<file path="src/rtl/id_control_stage.sv">
// Registered RV32IM decode stage: turns one accepted instruction into the ID/EX control
// bundle, with illegal-instruction flagging, stall/flush handshake and a divide interlock.
module id_control_stage #(
    parameter int unsigned PC_WIDTH    = 32,
    parameter int unsigned ALUOP_WIDTH = 5,
    parameter bit          ENABLE_M    = 1'b1,
    parameter int unsigned DIV_LATENCY = 32
) (
    input  logic                   CLK,
    input  logic                   RESET,
    input  logic                   in_valid,
    output logic                   in_ready,
    input  logic [31:0]            in_instruction,
    input  logic [PC_WIDTH-1:0]    in_pc,
    input  logic                   flush,
    output logic                   out_valid,
    input  logic                   out_ready,
    output logic [31:0]            out_instruction,
    output logic [PC_WIDTH-1:0]    out_pc,
    output logic                   mux1_select,
    output logic [2:0]             imm_select,
    output logic                   mux3_select,
    output logic [1:0]             wb_select,
    output logic [2:0]             branch_funct3,
    output logic                   mem_read,
    output logic                   mem_write,
    output logic                   branch,
    output logic                   jump,
    output logic                   write_enable,
    output logic [ALUOP_WIDTH-1:0] alu_op,
    output logic                   illegal,
    output logic                   div_busy
);
    localparam int unsigned CntWidth = $clog2(DIV_LATENCY + 1);

    localparam logic [6:0] OpLui    = 7'b0110111;
    localparam logic [6:0] OpAuipc  = 7'b0010111;
    localparam logic [6:0] OpJal    = 7'b1101111;
    localparam logic [6:0] OpJalr   = 7'b1100111;
    localparam logic [6:0] OpBranch = 7'b1100011;
    localparam logic [6:0] OpLoad   = 7'b0000011;
    localparam logic [6:0] OpStore  = 7'b0100011;
    localparam logic [6:0] OpImm    = 7'b0010011;
    localparam logic [6:0] OpReg    = 7'b0110011;

    localparam logic [2:0] ImmB = 3'b000;
    localparam logic [2:0] ImmS = 3'b001;
    localparam logic [2:0] ImmI = 3'b010;
    localparam logic [2:0] ImmU = 3'b011;
    localparam logic [2:0] ImmJ = 3'b100;

    localparam logic [1:0] WbImm = 2'b00;
    localparam logic [1:0] WbAlu = 2'b01;
    localparam logic [1:0] WbPc4 = 2'b10;
    localparam logic [1:0] WbMem = 2'b11;

    localparam logic [4:0] AluAdd  = 5'b00000;
    localparam logic [4:0] AluSub  = 5'b00001;
    localparam logic [4:0] AluAnd  = 5'b00010;
    localparam logic [4:0] AluOr   = 5'b00011;
    localparam logic [4:0] AluXor  = 5'b00100;
    localparam logic [4:0] AluSll  = 5'b00101;
    localparam logic [4:0] AluSrl  = 5'b00110;
    localparam logic [4:0] AluSra  = 5'b00111;
    localparam logic [4:0] AluSlt  = 5'b10000;
    localparam logic [4:0] AluSltu = 5'b10001;

    localparam logic [6:0] F7Base = 7'b0000000;
    localparam logic [6:0] F7Alt  = 7'b0100000;
    localparam logic [6:0] F7Mul  = 7'b0000001;

    typedef struct packed {
        logic       mux1;
        logic [2:0] imm_sel;
        logic       mux3;
        logic [1:0] wb_sel;
        logic [2:0] br_funct3;
        logic       mem_rd;
        logic       mem_wr;
        logic       br;
        logic       jmp;
        logic       we;
        logic [4:0] alu;
        logic       ill;
    } ctrl_t;

    ctrl_t               dec;
    logic [6:0]          opcode;
    logic [6:0]          funct7;
    logic [2:0]          funct3;
    logic                dec_is_m;
    logic                dec_is_div;
    logic                m_block;
    logic                accept;
    logic                out_fire;
    logic                div_held;
    logic [CntWidth-1:0] div_count;

    assign opcode = in_instruction[6:0];
    assign funct3 = in_instruction[14:12];
    assign funct7 = in_instruction[31:25];

    always_comb begin
        dec = '0;
        case (opcode)
            OpLui: begin
                dec.imm_sel = ImmU;
                dec.wb_sel  = WbImm;
                dec.we      = 1'b1;
            end
            OpAuipc: begin
                dec.mux1    = 1'b1;
                dec.mux3    = 1'b1;
                dec.imm_sel = ImmU;
                dec.alu     = AluAdd;
                dec.wb_sel  = WbAlu;
                dec.we      = 1'b1;
            end
            OpJal: begin
                dec.mux1    = 1'b1;
                dec.imm_sel = ImmJ;
                dec.alu     = AluAdd;
                dec.wb_sel  = WbPc4;
                dec.jmp     = 1'b1;
                dec.we      = 1'b1;
            end
            OpJalr: begin
                dec.imm_sel = ImmI;
                dec.alu     = AluAdd;
                dec.wb_sel  = WbPc4;
                dec.jmp     = 1'b1;
                dec.we      = 1'b1;
            end
            OpBranch: begin
                dec.imm_sel   = ImmB;
                dec.alu       = AluSub;
                dec.br        = 1'b1;
                dec.br_funct3 = funct3;
                dec.ill       = (funct3 == 3'b010) || (funct3 == 3'b011);
            end
            OpLoad: begin
                dec.imm_sel = ImmI;
                dec.mux3    = 1'b1;
                dec.alu     = AluAdd;
                dec.wb_sel  = WbMem;
                dec.mem_rd  = 1'b1;
                dec.we      = 1'b1;
                dec.ill     = (funct3 == 3'b011) || (funct3[2:1] == 2'b11);
            end
            OpStore: begin
                dec.imm_sel = ImmS;
                dec.mux3    = 1'b1;
                dec.alu     = AluAdd;
                dec.mem_wr  = 1'b1;
                dec.ill     = (funct3 >= 3'b011);
            end
            OpImm: begin
                dec.imm_sel = ImmI;
                dec.mux3    = 1'b1;
                // Result comes from the ALU, like register-register ops.
                dec.wb_sel  = WbAlu;
                dec.we      = 1'b1;
                case (funct3)
                    3'b000:  dec.alu = AluAdd;
                    3'b010:  dec.alu = AluSlt;
                    3'b011:  dec.alu = AluSltu;
                    3'b100:  dec.alu = AluXor;
                    3'b110:  dec.alu = AluOr;
                    3'b111:  dec.alu = AluAnd;
                    3'b001: begin
                        dec.alu = AluSll;
                        dec.ill = (funct7 != F7Base);
                    end
                    default: begin
                        dec.alu = (funct7 == F7Alt) ? AluSra : AluSrl;
                        dec.ill = (funct7 != F7Base) && (funct7 != F7Alt);
                    end
                endcase
            end
            OpReg: begin
                dec.wb_sel = WbAlu;
                dec.we     = 1'b1;
                if (funct7 == F7Base) begin
                    case (funct3)
                        3'b000:  dec.alu = AluAdd;
                        3'b001:  dec.alu = AluSll;
                        3'b010:  dec.alu = AluSlt;
                        3'b011:  dec.alu = AluSltu;
                        3'b100:  dec.alu = AluXor;
                        3'b101:  dec.alu = AluSrl;
                        3'b110:  dec.alu = AluOr;
                        default: dec.alu = AluAnd;
                    endcase
                end else if (funct7 == F7Alt && funct3 == 3'b000) begin
                    dec.alu = AluSub;
                end else if (funct7 == F7Alt && funct3 == 3'b101) begin
                    dec.alu = AluSra;
                end else if (funct7 == F7Mul && ENABLE_M) begin
                    dec.alu = {2'b01, funct3};
                end else begin
                    dec.ill = 1'b1;
                end
            end
            default: begin
                // The all-zero word is a pipeline bubble, not an illegal instruction.
                dec.ill = (in_instruction != 32'h0000_0000);
            end
        endcase
        if (dec.ill) begin
            dec     = '0;
            dec.ill = 1'b1;
        end
    end

    // Illegal entries are zeroed above, so the M range of alu is only reachable by real M ops.
    assign dec_is_m   = (dec.alu[4:3] == 2'b01);
    assign dec_is_div = (dec.alu[4:2] == 3'b011);
    assign div_busy   = (div_count != '0);
    assign m_block    = div_busy && dec_is_m;
    assign in_ready   = (!out_valid || out_ready) && !m_block;
    assign accept     = in_valid && in_ready;
    assign out_fire   = out_valid && out_ready && !flush;

    always_ff @(posedge CLK) begin
        if (!RESET) begin
            out_valid       <= 1'b0;
            out_instruction <= '0;
            out_pc          <= '0;
            mux1_select     <= 1'b0;
            imm_select      <= '0;
            mux3_select     <= 1'b0;
            wb_select       <= '0;
            branch_funct3   <= '0;
            mem_read        <= 1'b0;
            mem_write       <= 1'b0;
            branch          <= 1'b0;
            jump            <= 1'b0;
            write_enable    <= 1'b0;
            alu_op          <= '0;
            illegal         <= 1'b0;
            div_held        <= 1'b0;
        end else if (flush) begin
            out_valid <= 1'b0;
        end else if (accept) begin
            out_valid       <= 1'b1;
            out_instruction <= in_instruction;
            out_pc          <= in_pc;
            mux1_select     <= dec.mux1;
            imm_select      <= dec.imm_sel;
            mux3_select     <= dec.mux3;
            wb_select       <= dec.wb_sel;
            branch_funct3   <= dec.br_funct3;
            mem_read        <= dec.mem_rd;
            mem_write       <= dec.mem_wr;
            branch          <= dec.br;
            jump            <= dec.jmp;
            write_enable    <= dec.we;
            alu_op          <= ALUOP_WIDTH'(dec.alu);
            illegal         <= dec.ill;
            div_held        <= dec_is_div;
        end else if (out_ready) begin
            out_valid <= 1'b0;
        end
    end

    // The divider only becomes busy once a divide actually leaves toward execute.
    always_ff @(posedge CLK) begin
        if (!RESET) begin
            div_count <= '0;
        end else if (out_fire && div_held) begin
            div_count <= CntWidth'(DIV_LATENCY);
        end else if (div_count != '0) begin
            div_count <= div_count - CntWidth'(1);
        end
    end

endmodule

</file>
<file path="config.mk">
export PLATFORM = sky130hd
export DESIGN_NAME = id_control_stage
export DESIGN_NICKNAME = d
export VERILOG_FILES = /design/src/rtl/id_control_stage.sv
export SDC_FILE = /design/constraint.sdc
export NUM_CORES = 1
export LEC_CHECK = 0
export ABC_AREA = 0
export CORE_MARGIN = 2
export CORE_UTILIZATION = 47
export CTS_CLUSTER_SIZE = 14
export DETAILED_ROUTE_END_ITERATION = 6
export HOLD_SLACK_MARGIN = 0.15
export PLACE_DENSITY = 0.86
export SYNTH_ARGS = -nofsm -noshare
export SYNTH_HDL_FRONTEND = slang
export SYNTH_SLANG_ARGS = --single-unit
</file>
<file path="constraint.sdc">
create_clock -name CLK -period 4.7 [get_ports CLK]
set_input_delay 1.41 -clock CLK [delete_from_list [all_inputs] [get_ports CLK]]
set_output_delay 1.41 -clock CLK [all_outputs]
set_load 0.01 [all_outputs]
</file>
==> results.py <==
metrics = {
    "drt": {
        "drtIter0Drc": 202,
        "drc": 0,
        "ant_nets": 0,
        "dr_total_vias": 4219,
        "drt_pass1_iterations": 4,
        "avgViaCountPerCell": 5.486,
        "routedWlPerCell_um": 15.39,
        "drt-total-wl_um": 11840,
    },
    "cts": {
        "ctsHtreeMaxLevel": 3,
        "cts_sinks": 93,
        "cts_root_buf": "clkbuf_8",
        "clk_pin_slew_ns": 0.09,
        "clock_path_buffers": 2,
        "numCtsBuffers": 9,
        "cts_tree": "done",
        "insertion_delay_ns": 0.36,
    },
    "cells_and_area": {
        "fillers": 668,
        "area_growth_syn_to_layout_pct": 45.36,
        "layout.cells.non_filler": 769,
        "antennaDiodeCount": 0,
        "design_area_um2": 5894,
        "nets": 731,
        "final_util": 0.7102,
        "drive_gt1_frac": 0.07078,
    },
    "logic_synthesis": {
        "synthMuxAreaShare": 0.004937,
        "synth_warnings": 0,
        "synth_cell_types": 57,
        "postSynthCellCount": 516,
        "ys_async_sr_fraction": 0,
        "synth.yosys.seq_area_share": 0.4591,
        "synth_top_family_by_area": "simple AND/OR/NAND/NOR gates",
        "avgSynthCellArea_um2": 7.859,
        "synth_enable_flop_cells": 0,
        "synth_fa_ha_area_frac": 0.006171,
        "ys_ff_latch": 93,
        "synth_compound_area_frac": 0.1839,
        "synth_xor_area_frac": 0.01080,
        "synth_flop_cell": "dfxtp_1",
        "synth_area_um2": 4055,
        "yosys.area_share.simple": 0.2737,
        "synth_nets": 587,
    },
    "power_and_ir_drop": {
        "vdd_drop_max_v": 0.0002000,
        "leakage_nw": 2.084,
        "power_density_nw_per_um2": 320.1,
    },
    "sta": {
        "slew_headroom": 0.5464,
        "drv_slew": 0,
        "finalSetupTns_ns": 0,
        "timing.final.hold_violations": 0,
        "setup_viol": 0,
        "setup_ws_ns": 0.09543,
        "fmax_mhz": 217.2,
        "rsz0062_at_grt": "no",
        "skew_ns": 0.008832,
        "post-route-period-util": 0.9797,
        "min_period_ns": 4.605,
        "worst_pin_slew_ns": 0.6783,
    },
    "global_route": {
        "grt_pass1_wl_um": 19110,
        "grt_pass1_vias": 4020,
        "grt_usage": 0.2458,
        "antenna_found_initial": 0,
        "grt_max_degree": 53,
        "overflow": 0,
    },
    "worst_setup_path": {
        "cp-end-kind": "output pin",
        "cp.required_ns": 3.29,
        "cp_max_fo": 3,
        "path_class": "in -> out",
        "arrival_ns": 3.19,
        "startpoint_type": "primary input",
    },
    "floorplan": {
        "die_area_um2": 9387,
        "die_w_um": 96.89,
        "coreArea_um2": 8299,
        "fp-row-count": 33,
        "initial_utilization": 0.4886,
        "io-pin-count": 157,
        "die_y_um": 96.89,
    },
    "min_path": {
        "hp-class": "reg -> reg",
    },
    "placed_design": {
        "dpl_cell_area_um2": 5665,
        "port_buffers": 156,
        "dp_cells": 753,
        "hpwlAfterDp_um": 8576,
        "place_worst_setup_slack_ns": 0.04180,
        "gp_congestion": 0.8787,
    },
    "status": {
        "run_status": "complete, no violations",
    },
    "flow_run": {
        "cap_violations": 0,
    },
}
[metrics by stage]
step	hold slack, ns	total power, mW
final	0.4560	1.887
after global routing	0.4802	1.980
after CTS	0.4604	1.896
after detailed placement	0.4476	1.304
after global placement	0.4403	1.288
after floorplan	0.4319	1.124
[worst max-delay path, cell delays in order]
cell and delay (ns):
clkdlybuf4s50_1 0.49, nor4_4 0.39, and4_1 0.31, a21oi_1 0.09, clkdlybuf4s50_1 0.50
[synth_stat cells, types with 3 or more instances]
cell        n  area share
nand2b_1    4      0.0062
clkbuf_1   16       0.015
o41ai_2     3       0.012
buf_6       5       0.014
xnor2_1     4      0.0086
nand3_1    16       0.020
o21ai_0     4      0.0049
o31ai_2     3      0.0093
and3b_1     3      0.0065
buf_2      16       0.020
nand2_1   155        0.14
o31ai_1     4      0.0074
o21ai_1     4      0.0049
nand4_1     6      0.0093
a21oi_1    81        0.10
nor3_1     12       0.015
nor4_1      5      0.0077
inv_1       7      0.0065
a211oi_1    3      0.0056
nor3b_1     3      0.0056
nor2_1     20       0.019
dfxtp_1    93        0.46
nor2b_1     5      0.0077
[kinds of logic (layout without fill, tap and decap cells)]
group           Yosys count  in the layout
buf+inv                  49            197
simple gates            244            244
compound gates          121            121
mux                       2              2
xor+xnor                  5              5
flops                    93             93
fa+ha+maj                 2              2
[final timing paths]
| path | from | to | slack (ns) | cells past startpoint |
|---|---|---|---|---|
| max reg2reg | div_count[2] | alu_op[0] | 2.25 | 7 |
| max | in_instruction[31] | in_ready | 0.1 | 5 |
| min | out_instruction[4] | out_instruction[4] | 0.46 | 2 |
| min reg2reg | out_instruction[4] | out_instruction[4] | 0.46 | 2 |
[timing repair]
item / CTS / global route
setup buffers: 0 / 1
setup endpoints to repair: 0 / 1
hold buffers: 0 / 0
resized for setup: 0 / 0
[sequential cells by signal, summed over array words and instances (netlist names)]
signal           cells
mux3_select          1
div_held             1
out_instruction     32
mem_read             1
alu_op               5
out_pc              32
wb_select            2
branch               1
jump                 1
write_enable         1
mux1_select          1
div_count            6
illegal              1
imm_select           3
out_valid            1
branch_funct3        3
mem_write            1
[per-layer routing]
layer / track usage / vias to the layer above / wire length [um]
met1: 0.3017 / 1982 / 4947
li1: - / 2037 / -
met3: 0.07731 / 20 / 944
met4: 0.08884 / 0 / 199
met2: 0.4060 / 180 / 5746
met5: 0 / - / 0
[placed cells by master, fill, tap and decap left out, types with 4 or more instances in the layout]
cell / instances
a21oi_1: 81
buf_4: 18
clkbuf_8: 10
clkdlybuf4s50_1: 156
dfxtp_1: 93
inv_1: 6
nand2_1: 155
nand2b_1: 4
nand3_1: 16
nand4_1: 6
nor2_1: 20
nor2b_1: 5
nor3_1: 12
nor4_1: 5
o21ai_0: 4
o21ai_1: 4
o31ai_1: 4
xnor2_1: 4
[report_power, final]
| part | leakage, nW | total (mW) | internal, mW | switching, mW |
|---|---|---|---|---|
| logic | 1.22 | 0.422 | 0.205 | 0.218 |
| clock network | 0.105 | 0.597 | 0.313 | 0.284 |
| registers | 0.758 | 0.868 | 0.838 | 0.0298 |
| total | 2.08 | 1.89 | 1.36 | 0.531 |
[final cells by class]
class,count,area (um2),share of cell area
Clock buffer,10,137.6,0.02335
Clock inverter,5,83.83,0.01422
Inverter,8,30.03,0.005094
Multi-Input combinational cell,374,1953,0.3314
Sequential cell,93,1862,0.3159
Tap cell,105,131.4,0.02229
Timing Repair Buffer,174,1697,0.2878
No activity file was read; power rests on OpenSTA's default activity.
